## src/rtl/conv2d_1_wr_arbiter.sv

```systemverilog
// Eight-lane result-write arbiter: per-lane FIFOs, round-robin grant into one shared output FIFO.
// Optional dropped-word counter enabled by defining CONV2D_ARB_OVF_CNT_EN.
module conv2d_1_wr_arbiter #(
    parameter int unsigned DWIDTH = 32,
    parameter int unsigned LDEPTH = 4
) (
    input  logic              clock,
    input  logic              reset,
    input  logic [DWIDTH-1:0] req_wdata0,
    input  logic [DWIDTH-1:0] req_wdata1,
    input  logic [DWIDTH-1:0] req_wdata2,
    input  logic [DWIDTH-1:0] req_wdata3,
    input  logic [DWIDTH-1:0] req_wdata4,
    input  logic [DWIDTH-1:0] req_wdata5,
    input  logic [DWIDTH-1:0] req_wdata6,
    input  logic [DWIDTH-1:0] req_wdata7,
    input  logic              req_wrreq0,
    input  logic              req_wrreq1,
    input  logic              req_wrreq2,
    input  logic              req_wrreq3,
    input  logic              req_wrreq4,
    input  logic              req_wrreq5,
    input  logic              req_wrreq6,
    input  logic              req_wrreq7,
    output logic              hold,
    output logic [DWIDTH-1:0] ff_wdata,
    output logic              ff_wrreq,
    output logic [2:0]        ff_wtag,
    input  logic              ff_full,
    output logic [7:0]        ovf_cnt
);

    localparam int unsigned NL = 8;
    localparam int unsigned AW = $clog2(LDEPTH);
    localparam int unsigned CW = $clog2(LDEPTH + 1);

    logic [DWIDTH-1:0] req_data [NL];
    logic [NL-1:0]     req_valid;
    logic [NL-1:0]     stg_valid;
    logic [DWIDTH-1:0] stg_data [NL];
    logic [DWIDTH-1:0] mem [NL][LDEPTH];
    logic [AW-1:0]     rd_ptr [NL];
    logic [AW-1:0]     wr_ptr [NL];
    logic [CW-1:0]     cnt [NL];
    logic [CW-1:0]     cnt_nxt [NL];
    logic [NL-1:0]     pop;
    logic [NL-1:0]     push;
    logic [2:0]        last;
    logic [2:0]        gnt_idx;
    logic              gnt_valid;
    logic              hold_nxt;

    assign req_data[0] = req_wdata0;
    assign req_data[1] = req_wdata1;
    assign req_data[2] = req_wdata2;
    assign req_data[3] = req_wdata3;
    assign req_data[4] = req_wdata4;
    assign req_data[5] = req_wdata5;
    assign req_data[6] = req_wdata6;
    assign req_data[7] = req_wdata7;
    assign req_valid   = {req_wrreq7, req_wrreq6, req_wrreq5, req_wrreq4,
                          req_wrreq3, req_wrreq2, req_wrreq1, req_wrreq0};

    // Round-robin search starting just after the last granted lane
    always_comb begin
        gnt_valid = 1'b0;
        gnt_idx   = last;
        for (int i = 1; i <= NL; i++) begin
            if (!ff_full && !gnt_valid && cnt[3'(int'(last) + i)] != '0) begin
                gnt_valid = 1'b1;
                gnt_idx   = 3'(int'(last) + i);
            end
        end
    end

    // A staged word enters a full lane only when that lane is popped on the same edge
    always_comb begin
        pop      = '0;
        push     = '0;
        hold_nxt = 1'b0;
        for (int i = 0; i < NL; i++) begin
            pop[i]     = gnt_valid && (gnt_idx == 3'(i));
            push[i]    = stg_valid[i] && ((cnt[i] != CW'(LDEPTH)) || pop[i]);
            cnt_nxt[i] = cnt[i] + CW'(push[i]) - CW'(pop[i]);
            if (cnt_nxt[i] >= CW'(LDEPTH - 1)) begin
                hold_nxt = 1'b1;
            end
        end
    end

    always_ff @(posedge clock or posedge reset) begin
        if (reset) begin
            stg_valid <= '0;
            last      <= 3'd7;
            ff_wrreq  <= 1'b0;
            ff_wdata  <= '0;
            ff_wtag   <= '0;
            hold      <= 1'b0;
            for (int i = 0; i < NL; i++) begin
                rd_ptr[i] <= '0;
                wr_ptr[i] <= '0;
                cnt[i]    <= '0;
            end
        end else begin
            stg_valid <= req_valid;
            hold      <= hold_nxt;
            ff_wrreq  <= gnt_valid;
            if (gnt_valid) begin
                last     <= gnt_idx;
                ff_wdata <= mem[gnt_idx][rd_ptr[gnt_idx]];
                ff_wtag  <= gnt_idx;
            end
            for (int i = 0; i < NL; i++) begin
                cnt[i] <= cnt_nxt[i];
                if (push[i]) wr_ptr[i] <= wr_ptr[i] + AW'(1);
                if (pop[i])  rd_ptr[i] <= rd_ptr[i] + AW'(1);
            end
        end
    end

    // Data path needs no reset: occupancy counts gate every read
    always_ff @(posedge clock) begin
        for (int i = 0; i < NL; i++) begin
            stg_data[i] <= req_data[i];
            if (push[i]) mem[i][wr_ptr[i]] <= stg_data[i];
        end
    end

`ifdef CONV2D_ARB_OVF_CNT_EN
    logic [3:0] drop_num;
    logic [8:0] ovf_sum;
    logic [7:0] ovf_q;

    always_comb begin
        drop_num = '0;
        for (int i = 0; i < NL; i++) begin
            if (stg_valid[i] && !push[i]) drop_num = drop_num + 4'd1;
        end
        ovf_sum = 9'(ovf_q) + 9'(drop_num);
    end

    always_ff @(posedge clock or posedge reset) begin
        if (reset) ovf_q <= '0;
        else       ovf_q <= (ovf_sum > 9'd255) ? 8'd255 : ovf_sum[7:0];
    end

    assign ovf_cnt = ovf_q;
`else
    assign ovf_cnt = 8'd0;
`endif

endmodule

```

## config.mk

```make
export PLATFORM = sky130hd
export DESIGN_NAME = conv2d_1_wr_arbiter
export DESIGN_NICKNAME = d
export VERILOG_FILES = /design/src/rtl/conv2d_1_wr_arbiter.sv
export SDC_FILE = /design/constraint.sdc
export NUM_CORES = 1
export LEC_CHECK = 0
export BUFFER_PORTS_ARGS = -buffer_cell sky130_fd_sc_hd__buf_2
export CORE_UTILIZATION = 60
export DETAILED_ROUTE_END_ITERATION = 10
export PLACE_DENSITY = 0.82
export SETUP_SLACK_MARGIN = 0.05
export SYNTH_ARGS = -nofsm -noshare
export SYNTH_HDL_FRONTEND = slang
export SYNTH_SLANG_ARGS = --single-unit
```

## constraint.sdc

```tcl
create_clock -name clock -period 7.1 [get_ports clock]
set_input_delay 1.065 -clock clock [delete_from_list [all_inputs] [get_ports clock]]
set_output_delay 1.065 -clock clock [all_outputs]
set_load 0.02 [all_outputs]
```

# After elaboration in Yosys (flattened, before gate mapping)
# Memories as Yosys holds them, arrays and structs flattened.
# Index checks and enable logic that the tools add are counted.
dict set report totals {
  reg_bits 104
  output_inout_bits 45
  inputBits 267
  elab_cells 289
  mem_bits_ro 0
  latchBits 0
  memories 2
  ramBits 1280
}
dict set report op_classes {
  n_reduce_logical 64
  n_div 0
  n_lt_le_gt_ge 34
  add_sub_neg 40
  multipliers 0
  n_shift 0
  mux 86
  n_eq_ne 15
  bitwise 18
}
# name words word_bits read_ports rd_ports_with_merged_regs write_ports line
set mem_list {}
lappend mem_list {mem 8 128 1 0 8 41} ;# logic [DWIDTH-1:0] mem [NL][LDEPTH];
lappend mem_list {stg_data 8 32 8 0 8 40} ;# logic [DWIDTH-1:0] stg_data [NL];
# operator n
set ops {}
lappend ops {{$mux W128} 8}
lappend ops {{$demux W32 S2} 8}
lappend ops {{$mux W32} 10}
lappend ops {{$bmux W3 S3} 8}
lappend ops {{$mux W3} 24}
lappend ops {{$bmux W32 S2} 1}
lappend ops {{$logic_and A1 B1 Y1} 39}
lappend ops {{$add A2 B1 Y2 const B} 16}
lappend ops {{$ge A3 B4 Y1 const B} 8}
lappend ops {{$ge A3 B3 Y1 const B} 9}
lappend ops {{$not A2 Y3} 9}
lappend ops {{$add A3 B1 Y3} 8}
lappend ops {{$ge A3 B2 Y1 const B} 8}
lappend ops {{$lt A3 B1 Y1 const B} 8}
lappend ops {{$mux W1} 24}
lappend ops {{$ne A3 B3 Y1 const B} 8}
lappend ops {{$not A3 Y3} 8}
lappend ops {{$reduce_bool A3 Y1} 8}
lappend ops {{$sub A3 B1 Y3} 8}
lappend ops {{$add A3 B3 Y3 const B} 4}
lappend ops {{$eq A3 B3 Y1 const B} 4}
lappend ops {{$logic_not A1 Y1} 8}
lappend ops {{$logic_or A1 B1 Y1} 8}
lappend ops {{$add A3 B1 Y3 const B} 2}
lappend ops {{other kinds (8)} 11}

# Logic depth before layout (Yosys ltp)
dict set report depth {
  depth_word 51
  ltp_mapped 28
  ltp_nobuf 22
}

# Least setup slack after synthesis
# OpenSTA, ideal clock, no wires.
dict set report synth_timing {
  kind {reg2reg}
  from {register last[1]}
  to {register hold}
  t_required_ns 6.964
  path_slack_ns 1.146
  setup_ns 0.136
  path_stages_with_launch 27
  n_path_buf 7
  t_arrival_ns 5.818
  synth_period_minus_slack_ns 5.954
  cell_sequence {dfstp_2 -> inv_1 -> buf_2 -> ha_1 -> mux4_2 -> mux2_2 -> a31o_1 -> buf_2 -> a22o_1 -> or3_1 -> clkbuf_1 -> and2_1 -> buf_2 -> buf_2 -> buf_2 -> buf_1 -> nor3_2 -> o21a_1 -> inv_1 -> ha_1 -> inv_1 -> ha_1 -> fa_1 -> a22o_1 -> a221o_1 -> nor2b_1 -> nand4b_1}
}
# item line
set synth_rtl {}
lappend synth_rtl {{start: declaration} 48} ;# logic [2:0] last;
lappend synth_rtl {{start signal: assignment} 109} ;# last <= gnt_idx;
lappend synth_rtl {{end signal: assignment} 106} ;# hold <= hold_nxt;
lappend synth_rtl {{end: declaration} 25} ;# output logic hold,

# Final worst setup path
dict set report layout_timing {
  from {register last[1]}
  to {register ff_wdata[20]}
}
dict set report layout_via {
  elab_chain_len 44
  elab_cells_between_ends 95
  classes_between {add/sub: 8; mux: 46; bitwise: 10; reduce/logical: 30; memory: 1}
}
# item line
set layout_lines {}
lappend layout_lines {{$add A3 B1 Y3} {69, 71}}
lappend layout_lines {{$not A3 Y3 (implied by the code)} 69} ;# if (!ff_full && !gnt_valid && cnt[3'(int'(last) + i)] != '0) begin
lappend layout_lines {{$bmux W3 S3} 69}
lappend layout_lines {{$mux W3 (implied by the code) (2 in series)} 69}
lappend layout_lines {{$reduce_bool A3 Y1} 69}
lappend layout_lines {{$logic_and A1 B1 Y1} 69}
lappend layout_lines {{$mux W1} 69}
lappend layout_lines {{$logic_not A1 Y1} 69}
lappend layout_lines {{(+24 left out)} --}
lappend layout_lines {{$logic_and A1 B1 Y1 (2 in series)} 69}
lappend layout_lines {{$mux W3} 69}
lappend layout_lines {{$not A3 Y4 (implied by the code)} 110} ;# ff_wdata <= mem[gnt_idx][rd_ptr[gnt_idx]];
lappend layout_lines {{$bmux W2 S3} 110}
lappend layout_lines {{$mux W2 (implied by the code) (2 in series)} 110}
lappend layout_lines {{$not A2 Y3 (implied by the code)} 110}
lappend layout_lines {{$bmux W32 S2} 110}
lappend layout_lines {{$mux W32 (implied by the code) (2 in series)} 110}
lappend layout_lines {{end signal: assignment} 110}
lappend layout_lines {{end: declaration} 26} ;# output logic [DWIDTH-1:0] ff_wdata,
# Parallel ways exist; a longest one is shown, timed or not. The select of a mux whose other input is x is not followed.
# A chain may end at the register's enable or synchronous reset.

==> metrics <==
status finished, final reports clean; Congestion Overflow GR 0; setup bufs post-CTS 0; Initial Utilization 60.99%; Crit Path Category reg2reg; Die Ht 297.4 µm; Unique masters post-synth 70; setup TNS 0 ns; Final Skew 0.05417 ns; worst hold slack 0.3928 ns; crit path DAT 7.54 ns; Starting DRT DRC Count 4440; antenna violations before repair 8; Clk Latency, worst-skew pair 0.77 ns; Final HPWL DP 88.71 mm; crit-path max FO 216; clock buffer depth 3; Post-synth EDFFs 1024; Crit. End Element flip-flop; startpoint types flip-flop; final setup vio count 0; CTS root buf clkbuf_16; max-cap violation count 0; most common cell in the netlist edfxtp_1; io pins 312; Netlist Area Pre-Place 0.05234 mm²; CTS hold repair buffers 0; ys async rst share 7.514%; Mapped Cells 3645; ratio of cells with drive above 1 in the final layout 17.11%; sequential area share after synthesis 73.52%; DRC 0; placer congestion estimate 0.9394; Relative slew margins 3.932%; number of global-route vias before repair 33630; area grow syn2layout 14.28%; die footprint 0.08842 mm²; final hold viol count 0; GRT Util Overall 32.99%; ranking of synthesized cells by area edfxtp_1 (59%), dfxtp_1 (9.8%), dfrtp_1 (4.8%), nand2_1 (3.9%), a211oi_1 (3.7%); CTS Buf Count 136; width of the chip 297.4 µm; CTS sink count 1384; first-pass GRT wire length 212.5 mm; Mapped Avg Cell Area 14.36 µm²; final net count 4241; CP required 7.78 ns; CTS tree built; fin. max-slew vios 0; Period Utilization, post-route 96.67%; Final ANT Viol Nets 0; Clock transition at path regs 0.06 ns; Rows 107; largest net degree at the start of global routing 257; Tightest Pin Transition 1.431 ns; Initial DRT Pass Iterations 6; main flop type after synthesis edfxtp_1; Yosys reg bits 1384; PortBufs 303; f_max 145.7 MHz; RSZ-0062 raised after global routing false; Routed wire per std cell 28.37 µm; Final Critical Period 6.864 ns; H-tree depth 4; Core ar. 0.08582 mm²; # resized after CTS 0; Syn. warnings 0; post-synth top area share 58.75%; worst min path class in2reg; Synth area leader edfxtp_1; overall routed net length 147.0 mm; vias per cell 6.540; Vias 33880; Post-synth top cells edfxtp_1 (1024), nand2_1 (549), a211oi_1 (259)
==> path summary, 6_finish.rpt <==
path	slack, ns	endpoint	depth (start not counted)	startpoint
setup reg to reg	0.24	ff_wdata[20]	16	last[1]
setup / recovery	0.24	ff_wdata[20]	16	last[1]
min in group asynchronous	0.41	ff_wdata[7]	2	reset
max in group asynchronous	5.31	cnt[4]	3	reset
hold / removal	0.39	stg_data[0][111]	1	req_wdata3[15]
hold reg to reg	0.47	mem[0][109]	0	stg_data[0][13]
==> final cells by class <==
class / instances / area [µm²]
clock buffers: 187 / 3896
flip-flops and latches: 1384 / 38480
repair buffers: 406 / 2490
well taps: 1144 / 1431
clock inverters: 67 / 700.7
multi-input cells: 1930 / 12570
fillers: 5374 / 26000
inverters: 58 / 232.7
diodes: 5 / 12.51
==> registers in the layout (all words and copies together), names as in the netlist <==
signal     count
mem         1024
stg_data     256
ff_wdata      32
cnt           24
rd_ptr        16
wr_ptr        16
stg_valid      8
ff_wtag        3
last           3
ff_wrreq       1
hold           1
==> worst max-delay path, cell delays in order (launching register included) <==
cell      delay, ns
dfstp_2        0.66
inv_1          0.29
ha_2           0.61
mux4_2         0.56
mux2_2         0.30
a31o_1         0.33
a22o_1         0.32
or3_4          0.50
and2_4         0.29
inv_8          0.25
buf_12         0.51
a211oi_1       0.24
a311oi_1       0.56
mux2i_1        0.32
buf_4          0.22
a31oi_1        0.23
o31a_1         0.18
==> cells in the final DEF (no fill, tap or decap), drive strengths merged, types with 6 or more instances in the layout <==
| cell type | n |
|---|---|
| dfrtp | 101 |
| nand3b | 32 |
| and3 | 258 |
| nor4 | 6 |
| xor2 | 10 |
| clkbuf | 187 |
| o21bai | 32 |
| mux4 | 12 |
| conb | 8 |
| edfxtp | 1024 |
| xnor2 | 34 |
| o211ai | 6 |
| ha | 50 |
| inv | 69 |
| a211oi | 259 |
| o31a | 32 |
| or3 | 7 |
| o21ai | 45 |
| nor3 | 21 |
| a31oi | 98 |
| nand2b | 33 |
| nand2 | 549 |
| buf | 406 |
| nand3 | 37 |
| a21oi | 43 |
| and2 | 38 |
| nor2 | 19 |
| o21a | 9 |
| dfxtp | 256 |
| mux2i | 42 |
| fa | 8 |
| a311oi | 192 |
| clkinv | 50 |
==> stage by stage <==
step / std cells / worst slack [ns] / instance area, µm² / utilization, %
2_1_floorplan: 3652 / 1.146 / 52370 / -
3_3_place_gp: 4922 / 0.4141 / 55190 / 64.32
3_5_place_dp: 4922 / 0.2839 / 55190 / 64.32
4_1_cts: 5176 / 0.3225 / 59790 / 69.67
5_1_grt: 5176 / 0.1196 / 59800 / 69.68
6_report: 5181 / 0.2364 / 59810 / 69.70
==> cell families (layout without fill, tap and decap cells) <==
group	after synthesis	after routing	synth area share, %
AND/OR/NAND/NOR	1013	1013	9.409
buffers and inverters	338	718	2.687
XOR/XNOR	44	44	0.7363
flip-flops	1384	1384	73.52
multiplexers	58	58	1.413
AO/OA/AOI/OAI	749	749	10.73
other	1	13	0.007165
adder cells (fa/ha/maj)	58	58	1.501
==> per-layer routing <==
layer / share of wire (%) / up-vias / global-route usage, %
met5: 0 / - / 0
met4: 7.8 / 0 / 24.36
met3: 11 / 488 / 6.748
met2: 48 / 2419 / 52.59
met1: 34 / 16540 / 40.10
li1: - / 14440 / -
Power is not shown: default switching activity piles up to over one toggle a cycle in this logic, so the estimate is an artifact.
